==> src/rtl/core_seq_pkg.sv <==
// core_sequencer shared types and constants.
// State encoding, error codes, class bundle, timeout defaults.
package core_seq_pkg;

   typedef enum logic [2:0] {
      S_IDLE   = 3'd0,
      S_FETCH  = 3'd1,
      S_DECODE = 3'd2,
      S_EXEC   = 3'd3,
      S_MEM    = 3'd4,
      S_WB     = 3'd5,
      S_RETIRE = 3'd6,
      S_ERR    = 3'd7
   } state_t;

   localparam logic [1:0] ERR_NONE = 2'b00;
   localparam logic [1:0] ERR_ALU  = 2'b01;
   localparam logic [1:0] ERR_MEM  = 2'b10;
   localparam logic [1:0] ERR_LDST = 2'b11;

   localparam int DEF_ALU_TIMEOUT = 64;
   localparam int DEF_MEM_TIMEOUT = 16;
   localparam int DEF_CNT_W       = 16;

   typedef struct packed {
      logic ld;
      logic st;
      logic wb;
      logic cmp;
      logic multi;
   } cls_t;

   function automatic int tmr_width(input int a, input int b);
      return $clog2(((a > b) ? a : b) + 1);
   endfunction

endpackage

==> src/rtl/core_sequencer_if.sv <==
// core_sequencer control bus.
// Class/handshake inputs in, datapath enables and status out.
interface core_sequencer_if #(
   parameter int CNT_W = 16
);
   logic             run;
   logic             is_ld;
   logic             is_st;
   logic             is_wb;
   logic             is_cmp;
   logic             is_multi;
   logic             branch_taken;
   logic             alu_done;
   logic             mem_ready;
   logic             ir_en;
   logic             alu_start;
   logic             flags_wr;
   logic             mem_rd;
   logic             mem_wr;
   logic             rf_wr;
   logic             pc_en;
   logic             pc_sel_branch;
   logic [2:0]       state;
   logic             busy;
   logic             error;
   logic [1:0]       err_code;
   logic [CNT_W-1:0] instr_count;

   modport master (
      output run, is_ld, is_st, is_wb, is_cmp, is_multi,
      output branch_taken, alu_done, mem_ready,
      input  ir_en, alu_start, flags_wr, mem_rd, mem_wr,
      input  rf_wr, pc_en, pc_sel_branch,
      input  state, busy, error, err_code, instr_count
   );

   modport slave (
      input  run, is_ld, is_st, is_wb, is_cmp, is_multi,
      input  branch_taken, alu_done, mem_ready,
      output ir_en, alu_start, flags_wr, mem_rd, mem_wr,
      output rf_wr, pc_en, pc_sel_branch,
      output state, busy, error, err_code, instr_count
   );
endinterface

==> src/rtl/wait_timer.sv <==
// Shared wait-cycle counter for EXEC and MEM.
// expired is high during the limit-th cycle since load.
module wait_timer #(
   parameter int W = 7
) (
   input  logic         clk,
   input  logic         reset,
   input  logic         load,
   input  logic         enable,
   input  logic [W-1:0] limit,
   output logic         expired
);
   logic [W-1:0] cnt;

   // count waiting cycles; saturate so it never wraps under the limit
   always_ff @(posedge clk or negedge reset) begin
      if (!reset)
         cnt <= '0;
      else if (load)
         cnt <= '0;
      else if (enable && cnt != '1)
         cnt <= cnt + 1'b1;
   end

   assign expired = (cnt >= limit - 1'b1);
endmodule

==> src/rtl/core_sequencer.sv <==
// Multi-cycle instruction sequencer.
// FETCH/DECODE/EXEC/MEM/WB/RETIRE with timeouts and sticky error.
module core_sequencer
   import core_seq_pkg::*;
#(
   parameter int ALU_TIMEOUT = DEF_ALU_TIMEOUT,
   parameter int MEM_TIMEOUT = DEF_MEM_TIMEOUT,
   parameter int CNT_W       = DEF_CNT_W
) (
   input logic              clk,
   input logic              reset,
   core_sequencer_if.slave  bus
);
   localparam int TW = tmr_width(ALU_TIMEOUT, MEM_TIMEOUT);

   state_t           cur;
   state_t           nxt;
   cls_t             cls;
   cls_t             cls_n;
   logic [1:0]       code;
   logic [1:0]       code_n;
   logic             tmr_ld;
   logic             tmr_en;
   logic             expired;
   logic [TW-1:0]    limit;
   logic             ir_en_q;
   logic             alu_start_q;
   logic             flags_wr_q;
   logic             mem_rd_q;
   logic             mem_wr_q;
   logic             rf_wr_q;
   logic             pc_en_q;
   logic             sel_q;
   logic             busy_q;
   logic             err_q;
   logic [CNT_W-1:0] cnt_q;

   wait_timer #(.W(TW)) u_tmr (
      .clk     (clk),
      .reset   (reset),
      .load    (tmr_ld),
      .enable  (tmr_en),
      .limit   (limit),
      .expired (expired)
   );

   // next state, class capture and timer control
   always_comb begin
      cls_n  = cls;
      nxt    = cur;
      code_n = code;
      if (cur == S_DECODE) begin
         cls_n.ld    = bus.is_ld;
         cls_n.st    = bus.is_st;
         cls_n.wb    = bus.is_wb;
         cls_n.cmp   = bus.is_cmp;
         cls_n.multi = bus.is_multi;
      end
      case (cur)
         S_IDLE:
            if (bus.run) nxt = S_FETCH;
         S_FETCH:
            nxt = S_DECODE;
         S_DECODE:
            if (cls_n.ld && cls_n.st) begin
               nxt    = S_ERR;
               code_n = ERR_LDST;
            end else begin
               nxt = S_EXEC;
            end
         S_EXEC:
            if (!cls.multi || bus.alu_done) begin
               if (cls.ld || cls.st) nxt = S_MEM;
               else if (cls.wb)      nxt = S_WB;
               else                  nxt = S_RETIRE;
            end else if (expired) begin
               nxt    = S_ERR;
               code_n = ERR_ALU;
            end
         S_MEM:
            if (bus.mem_ready) begin
               nxt = cls.ld ? S_WB : S_RETIRE;
            end else if (expired) begin
               nxt    = S_ERR;
               code_n = ERR_MEM;
            end
         S_WB:
            nxt = S_RETIRE;
         S_RETIRE:
            nxt = bus.run ? S_FETCH : S_IDLE;
         S_ERR:
            nxt = S_ERR;
         default:
            nxt = S_ERR;
      endcase
      limit  = (cur == S_MEM) ? TW'(MEM_TIMEOUT)
                              : TW'(ALU_TIMEOUT);
      tmr_ld = (nxt != cur);
      tmr_en = (cur == S_EXEC) || (cur == S_MEM);
   end

   // state, latches and registered enables decoded from next state
   always_ff @(posedge clk or negedge reset) begin
      if (!reset) begin
         cur         <= S_IDLE;
         cls         <= '0;
         code        <= ERR_NONE;
         ir_en_q     <= 1'b0;
         alu_start_q <= 1'b0;
         flags_wr_q  <= 1'b0;
         mem_rd_q    <= 1'b0;
         mem_wr_q    <= 1'b0;
         rf_wr_q     <= 1'b0;
         pc_en_q     <= 1'b0;
         sel_q       <= 1'b0;
         busy_q      <= 1'b0;
         err_q       <= 1'b0;
         cnt_q       <= '0;
      end else begin
         cur         <= nxt;
         cls         <= cls_n;
         code        <= code_n;
         ir_en_q     <= (nxt == S_FETCH);
         alu_start_q <= (nxt == S_EXEC) && (cur == S_DECODE)
                        && cls_n.multi;
         flags_wr_q  <= (nxt == S_EXEC) && cls_n.cmp;
         mem_rd_q    <= (nxt == S_MEM) && cls_n.ld;
         mem_wr_q    <= (nxt == S_MEM) && cls_n.st;
         rf_wr_q     <= (nxt == S_WB);
         pc_en_q     <= (nxt == S_RETIRE);
         busy_q      <= !((nxt == S_IDLE) || (nxt == S_ERR));
         err_q       <= (nxt == S_ERR);
         if (cur == S_EXEC && nxt != S_EXEC && nxt != S_ERR)
            sel_q <= bus.branch_taken;
         if (cur == S_RETIRE)
            cnt_q <= cnt_q + 1'b1;
      end
   end

   assign bus.ir_en         = ir_en_q;
   assign bus.alu_start     = alu_start_q;
   assign bus.flags_wr      = flags_wr_q;
   assign bus.mem_rd        = mem_rd_q;
   assign bus.mem_wr        = mem_wr_q;
   assign bus.rf_wr         = rf_wr_q;
   assign bus.pc_en         = pc_en_q;
   assign bus.pc_sel_branch = sel_q;
   assign bus.state         = cur;
   assign bus.busy          = busy_q;
   assign bus.error         = err_q;
   assign bus.err_code      = code;
   assign bus.instr_count   = cnt_q;
endmodule

==> src/flat_wrapper.sv <==
// flat-port wrapper written by rule: the top's interface ports become plain ports
module core_sequencer_flat import core_seq_pkg::*;
#(
   parameter int ALU_TIMEOUT = DEF_ALU_TIMEOUT,
   parameter int MEM_TIMEOUT = DEF_MEM_TIMEOUT,
   parameter int CNT_W       = DEF_CNT_W
)
  (clk, reset, bus_run, bus_is_ld, bus_is_st, bus_is_wb, bus_is_cmp, bus_is_multi, bus_branch_taken, bus_alu_done, bus_mem_ready, bus_ir_en, bus_alu_start, bus_flags_wr, bus_mem_rd, bus_mem_wr, bus_rf_wr, bus_pc_en, bus_pc_sel_branch, bus_state, bus_busy, bus_error, bus_err_code, bus_instr_count);
  core_sequencer_if #(.CNT_W(CNT_W)) bus_i ();
  input logic clk;
  input logic reset;
  input wire logic [$bits(bus_i.run)-1:0] bus_run;
  input wire logic [$bits(bus_i.is_ld)-1:0] bus_is_ld;
  input wire logic [$bits(bus_i.is_st)-1:0] bus_is_st;
  input wire logic [$bits(bus_i.is_wb)-1:0] bus_is_wb;
  input wire logic [$bits(bus_i.is_cmp)-1:0] bus_is_cmp;
  input wire logic [$bits(bus_i.is_multi)-1:0] bus_is_multi;
  input wire logic [$bits(bus_i.branch_taken)-1:0] bus_branch_taken;
  input wire logic [$bits(bus_i.alu_done)-1:0] bus_alu_done;
  input wire logic [$bits(bus_i.mem_ready)-1:0] bus_mem_ready;
  output wire logic [$bits(bus_i.ir_en)-1:0] bus_ir_en;
  output wire logic [$bits(bus_i.alu_start)-1:0] bus_alu_start;
  output wire logic [$bits(bus_i.flags_wr)-1:0] bus_flags_wr;
  output wire logic [$bits(bus_i.mem_rd)-1:0] bus_mem_rd;
  output wire logic [$bits(bus_i.mem_wr)-1:0] bus_mem_wr;
  output wire logic [$bits(bus_i.rf_wr)-1:0] bus_rf_wr;
  output wire logic [$bits(bus_i.pc_en)-1:0] bus_pc_en;
  output wire logic [$bits(bus_i.pc_sel_branch)-1:0] bus_pc_sel_branch;
  output wire logic [$bits(bus_i.state)-1:0] bus_state;
  output wire logic [$bits(bus_i.busy)-1:0] bus_busy;
  output wire logic [$bits(bus_i.error)-1:0] bus_error;
  output wire logic [$bits(bus_i.err_code)-1:0] bus_err_code;
  output wire logic [$bits(bus_i.instr_count)-1:0] bus_instr_count;
  assign bus_i.run = bus_run;
  assign bus_i.is_ld = bus_is_ld;
  assign bus_i.is_st = bus_is_st;
  assign bus_i.is_wb = bus_is_wb;
  assign bus_i.is_cmp = bus_is_cmp;
  assign bus_i.is_multi = bus_is_multi;
  assign bus_i.branch_taken = bus_branch_taken;
  assign bus_i.alu_done = bus_alu_done;
  assign bus_i.mem_ready = bus_mem_ready;
  assign bus_ir_en = bus_i.ir_en;
  assign bus_alu_start = bus_i.alu_start;
  assign bus_flags_wr = bus_i.flags_wr;
  assign bus_mem_rd = bus_i.mem_rd;
  assign bus_mem_wr = bus_i.mem_wr;
  assign bus_rf_wr = bus_i.rf_wr;
  assign bus_pc_en = bus_i.pc_en;
  assign bus_pc_sel_branch = bus_i.pc_sel_branch;
  assign bus_state = bus_i.state;
  assign bus_busy = bus_i.busy;
  assign bus_error = bus_i.error;
  assign bus_err_code = bus_i.err_code;
  assign bus_instr_count = bus_i.instr_count;
  core_sequencer #(.ALU_TIMEOUT(ALU_TIMEOUT), .MEM_TIMEOUT(MEM_TIMEOUT), .CNT_W(CNT_W)) u_core (.clk(clk), .reset(reset), .bus(bus_i));
endmodule
==> config.mk <==
export PLATFORM = sky130hd
export DESIGN_NAME = core_sequencer_flat
export DESIGN_NICKNAME = d
export VERILOG_FILES = /design/src/rtl/core_seq_pkg.sv /design/src/rtl/core_sequencer_if.sv /design/src/rtl/wait_timer.sv /design/src/rtl/core_sequencer.sv /design/src/flat_wrapper.sv
export SDC_FILE = /design/constraint.sdc
export NUM_CORES = 1
export LEC_CHECK = 0
export ABC_AREA = 1
export BUFFER_PORTS_ARGS = -buffer_cell sky130_fd_sc_hd__buf_4
export CAP_MARGIN = 15
export CORE_ASPECT_RATIO = 1.4
export CORE_MARGIN = 1
export CORE_UTILIZATION = 45
export DETAILED_ROUTE_END_ITERATION = 8
export PLACE_DENSITY = 0.7
export SYNTH_ARGS = -nofsm -noshare
export SYNTH_HDL_FRONTEND = slang
export SYNTH_SLANG_ARGS = --single-unit
==> constraint.sdc <==
create_clock -name clk -period 2.6 [get_ports clk]
set_input_delay 0.13 -clock clk [delete_from_list [all_inputs] [get_ports clk]]
set_output_delay 0.13 -clock clk [all_outputs]
set_load 0.05 [all_outputs]
==> impl_metrics.prom <==
# TYPE chip_impl_metric gauge
chip_impl_info{name="run_status",value="complete, no violations"} 1
chip_impl_metric{name="synth.top_cell.area_share",unit=""} 0.501
chip_impl_metric{name="ff2ff_path_depth",unit=""} 14
chip_impl_metric{name="final.fill_count",unit=""} 449
chip_impl_info{name="crit_family",value="simple AND/OR/NAND/NOR gates"} 1
chip_impl_info{name="cts.root.buffer_cell",value="sky130_fd_sc_hd__clkbuf_8"} 1
chip_impl_metric{name="grt_antenna_before_repair",unit=""} 0
chip_impl_metric{name="grt_util_all_layers",unit=""} 0.188
chip_impl_metric{name="cp_num_buf_inv",unit=""} 2
chip_impl_metric{name="power-per-cell-area",unit="nW/um2"} 1150
chip_impl_metric{name="slew_headroom",unit=""} 0.643
chip_impl_metric{name="synth_nets",unit=""} 249
chip_impl_metric{name="synthesis.area",unit="um2"} 2150
chip_impl_metric{name="leakage_power",unit="nW"} 1.40
chip_impl_metric{name="crit_path_largest_cell_delay",unit="ns"} 0.47
chip_impl_metric{name="detail_route.wirelength",unit="um"} 4260
chip_impl_metric{name="top_level_ports",unit=""} 42
chip_impl_metric{name="cts_max_path_buffers",unit=""} 2
chip_impl_metric{name="final.setup.worst_slack",unit="ns"} 0.355
chip_impl_metric{name="design.die.area",unit="um2"} 5060
chip_impl_info{name="yosysTopAreaCell",value="sky130_fd_sc_hd__dfrtp_1"} 1
chip_impl_metric{name="synthesis.instances",unit=""} 235
chip_impl_metric{name="required",unit="ns"} 2.82
chip_impl_metric{name="grt_overflow_total",unit=""} 0
chip_impl_metric{name="power_switching_share",unit=""} 0.490
chip_impl_metric{name="clkTransAtPathRegs",unit="ns"} 0.08
chip_impl_metric{name="num-nets-final",unit=""} 298
chip_impl_metric{name="detail_route.vias_per_cell",unit=""} 4.88
chip_impl_metric{name="numPlacedInstances",unit=""} 338
chip_impl_info{name="ys_top_cells_by_area",value="sky130_fd_sc_hd__dfrtp_1, sky130_fd_sc_hd__nand2_1, sky130_fd_sc_hd__inv_1, sky130_fd_sc_hd__nor2_1, sky130_fd_sc_hd__xor2_1"} 1
chip_impl_metric{name="postSynthAreaPerCell",unit="um2"} 9.15
chip_impl_metric{name="drtPass1Iterations",unit=""} 4
chip_impl_metric{name="chipHeight",unit="um"} 83.8
chip_impl_metric{name="fin_worst_skew",unit="ns"} 0.00844
chip_impl_metric{name="clock-sinks",unit=""} 43
chip_impl_metric{name="max_slew.worst_pin.slew",unit="ns"} 0.536
chip_impl_metric{name="final_min_period_over_clock_period",unit=""} 0.863
chip_impl_metric{name="clock_insertion_delay_worst_skew",unit="ns"} 0.29
chip_impl_metric{name="worstPathArrival",unit="ns"} 2.47
chip_impl_metric{name="cts-buffers-inserted",unit=""} 5
chip_impl_metric{name="antenna_cells",unit=""} 0
chip_impl_info{name="yosys-top-cells-count",value="sky130_fd_sc_hd__dfrtp_1, sky130_fd_sc_hd__nand2_1, sky130_fd_sc_hd__inv_1, sky130_fd_sc_hd__nor2_1, sky130_fd_sc_hd__nand3_1"} 1
chip_impl_metric{name="dr_total_vias",unit=""} 1692
chip_impl_metric{name="timing.hold.worst_path_depth",unit=""} 3
chip_impl_metric{name="combinational_power_share",unit=""} 0.537
chip_impl_metric{name="final_cell_count_no_fill",unit=""} 347
chip_impl_metric{name="critical_path_cell_count",unit=""} 14
chip_impl_metric{name="crit_path_max_fanout",unit=""} 7
chip_impl_metric{name="number_of_warnings_printed_during_yosys_synthesis",unit=""} 0
chip_impl_metric{name="final_layout_size_suffix_gt1_frac",unit=""} 0.263
chip_impl_metric{name="placement.setup.worst_slack",unit="ns"} 0.367
chip_impl_metric{name="setup_viol_count_final",unit=""} 0
chip_impl_metric{name="dpl.hpwl",unit="um"} 3290
chip_impl_info{name="holdCritPathClass",value="in -> reg"} 1
chip_impl_metric{name="p_sw",unit="mW"} 1.48
chip_impl_info{name="worst_setup_path_end_kind",value="register"} 1
chip_impl_metric{name="p_seq_frac",unit=""} 0.318
chip_impl_metric{name="p_clk_frac",unit=""} 0.145
chip_impl_metric{name="seq_area_frac_synth",unit=""} 0.501
chip_impl_metric{name="post_synth_edffs",unit=""} 0
chip_impl_info{name="cp_cell_sequence",value="nor2_4 > nand2_1 > inv_1 > ha_1 > inv_1 > nor2_1 > nand4_1 > nand3_1 > nand2_1 > nand2_1 > nand2_2 > a21oi_2 > nand3_2 > nor2_1"} 1
chip_impl_metric{name="port_buffers",unit=""} 41
chip_impl_metric{name="p_int",unit="mW"} 1.54
chip_impl_metric{name="maxSlewViolCount",unit=""} 0
chip_impl_metric{name="placer_congestion",unit=""} 0.867
chip_impl_metric{name="number_of_hold_slack_violations_in_the_final_timing_report",unit=""} 0
chip_impl_metric{name="totalNegativeSetupSlack",unit="ns"} 0
chip_impl_metric{name="grt_max_degree",unit=""} 44
chip_impl_metric{name="antenna_violating_nets_post_route",unit=""} 0
chip_impl_metric{name="vdd_drop_max",unit="uV"} 613
chip_impl_info{name="critical_path.slowest_cell",value="sky130_fd_sc_hd__dfrtp_1"} 1
chip_impl_metric{name="maxCapViolations",unit=""} 0
chip_impl_metric{name="flow.area_growth_from_synthesis",unit="%"} 22.6
chip_impl_metric{name="h_tree_level_count",unit=""} 2
chip_impl_metric{name="standard_cell_area_after_detailed_placement",unit="um2"} 2530
chip_impl_metric{name="core_area",unit="um2"} 4570
chip_impl_metric{name="post-route-min-period",unit="ns"} 2.24
chip_impl_metric{name="drt_iter0_drc",unit=""} 67
chip_impl_metric{name="floorplan.initialDensity",unit=""} 0.470
chip_impl_info{name="start_kind",value="register"} 1
chip_impl_metric{name="post_synthesis_register_bit_count",unit=""} 43
chip_impl_metric{name="drc",unit=""} 0
chip_impl_info{name="grt_setup_unrepaired",value="no"} 1
chip_impl_metric{name="finished_cell_area",unit="um2"} 2640
chip_impl_metric{name="dieWidth",unit="um"} 60.4
chip_impl_info{name="tritoncts",value="built"} 1
chip_impl_metric{name="wl_per_cell",unit="um"} 12.3
chip_impl_info{name="setup.worst_path.class",value="reg -> reg"} 1
chip_impl_metric{name="ys_async_rst_share",unit=""} 1.00
chip_impl_metric{name="wire_length_of_the_first_global_routing_pass",unit="um"} 7180
chip_impl_info{name="cp_common_cell",value="sky130_fd_sc_hd__nand2_1"} 1
chip_impl_metric{name="core.rowCount",unit=""} 29
chip_impl_metric{name="synth.lib_cells_used.distinct",unit=""} 32
chip_impl_metric{name="fmaxAchievable",unit="MHz"} 445
chip_impl_info{name="postSynth.topFlopCell",value="sky130_fd_sc_hd__dfrtp_1"} 1
chip_impl_info{name="synthMostInstantiatedCell",value="sky130_fd_sc_hd__dfrtp_1"} 1
chip_impl_metric{name="grt_pass1_vias",unit=""} 1694
==> through the flow <==
step	total power, mW	hold WS [ns]	util
floorplan	2.18	-0.166	-
global placement	2.59	0.158	0.554
detailed placement	2.61	0.156	0.554
CTS	3.06	0.0421	0.577
global route	3.24	0.0626	0.577
finish	3.02	0.0518	0.577
==> tightest hold or removal path, delay by kind of cell <==
kind / cells / cell delay (ns)
buf+inv: 1 / 0.08
compound gates: 1 / 0.05
simple gates: 1 / 0.04
==> flip-flops by register name, indices dropped and copies added, names as in the netlist <==
name and flops:
u_core.bus.mem_rd 1, u_core.bus.pc_en 1, u_core.bus.rf_wr 1, u_core.bus.instr_count 16, u_core.bus.error 1, u_core.bus.flags_wr 1, u_core.bus.alu_start 1, u_core.bus.pc_sel_branch 1
u_core.u_tmr.cnt 7, u_core.cls 5, u_core.bus.mem_wr 1, u_core.bus.err_code 2, u_core.bus.busy 1, u_core.bus.state 3, u_core.bus.ir_en 1
==> power by group through the flow <==
stage	Clock, mW	Sequential (mW)	Combinational (mW)
global route	0.489	0.977	1.78
finish	0.439	0.960	1.62
floorplan	0	1.37	0.813
detailed placement	0	0.974	1.63
global placement	0	0.972	1.62
CTS	0.459	0.962	1.64
==> path summary, 6_finish.rpt <==
kind | start | slack [ns] | end
worst max-delay path | u_core.bus.state[1] | 0.36 | u_core.u_tmr.cnt[3]
worst min register to register | u_core.bus.instr_count[15] | 0.47 | u_core.bus.instr_count[15]
worst min-delay path | bus_is_wb | 0.05 | u_core.cls[2]
min in group asynchronous | reset | 0.36 | u_core.cls[3]
worst max register to register | u_core.bus.state[1] | 0.36 | u_core.u_tmr.cnt[3]
max in group asynchronous | reset | 1.87 | u_core.bus.state[1]
==> layout by cell type (no fill, tap or decap), drive strengths merged, types with 4 or more instances in the layout <==
| cell | n |
|---|---|
| nor2 | 40 |
| inv | 34 |
| a21oi | 6 |
| nand3 | 20 |
| nand2 | 45 |
| dfrtp | 43 |
| buf | 43 |
| xor2 | 10 |
| xnor2 | 7 |
| clkbuf | 7 |
| nand4 | 4 |
| o21ai | 8 |
==> repair_timing <==
| item | 4_1_cts | 5_1_grt |
|---|---|---|
| hold buffers | 1 | 0 |
| gates resized for setup | 0 | 0 |
| hold endpoints to repair | 43 | 0 |
| setup buffers | 0 | 0 |
==> cell type report <==
cell class	instances	area [um2]	area share
well taps	62	77.6	0.0294
multi-input cells	156	927	0.352
repair buffers	44	333	0.126
clock buffers	7	86.3	0.0327
inverters	34	128	0.0484
flip-flops and latches	43	1080	0.408
clock inverters	1	8.76	0.00332
==> kinds of logic after synthesis <==
logic type                 synth area share
and+or+nand+nor                       0.277
DFF                                   0.501
buffers and inverters                0.0681
AOI/OAI and AO/OA                    0.0524
xor gates and xnor gates             0.0693
muxes                                0.0151
adders and majority gates            0.0175
==> per-layer routing <==
metal / track usage / wire length, um / part of all wire / vias up
met1: 0.208 / 1700 / 0.40 / 811
li1: - / - / - / 835
met4: 0.0888 / 81 / 0.019 / 0
met2: 0.322 / 2290 / 0.54 / 38
met3: 0.0481 / 181 / 0.042 / 8
met5: 0 / 0 / 0 / -
No activity file was read; power rests on OpenSTA's default activity.
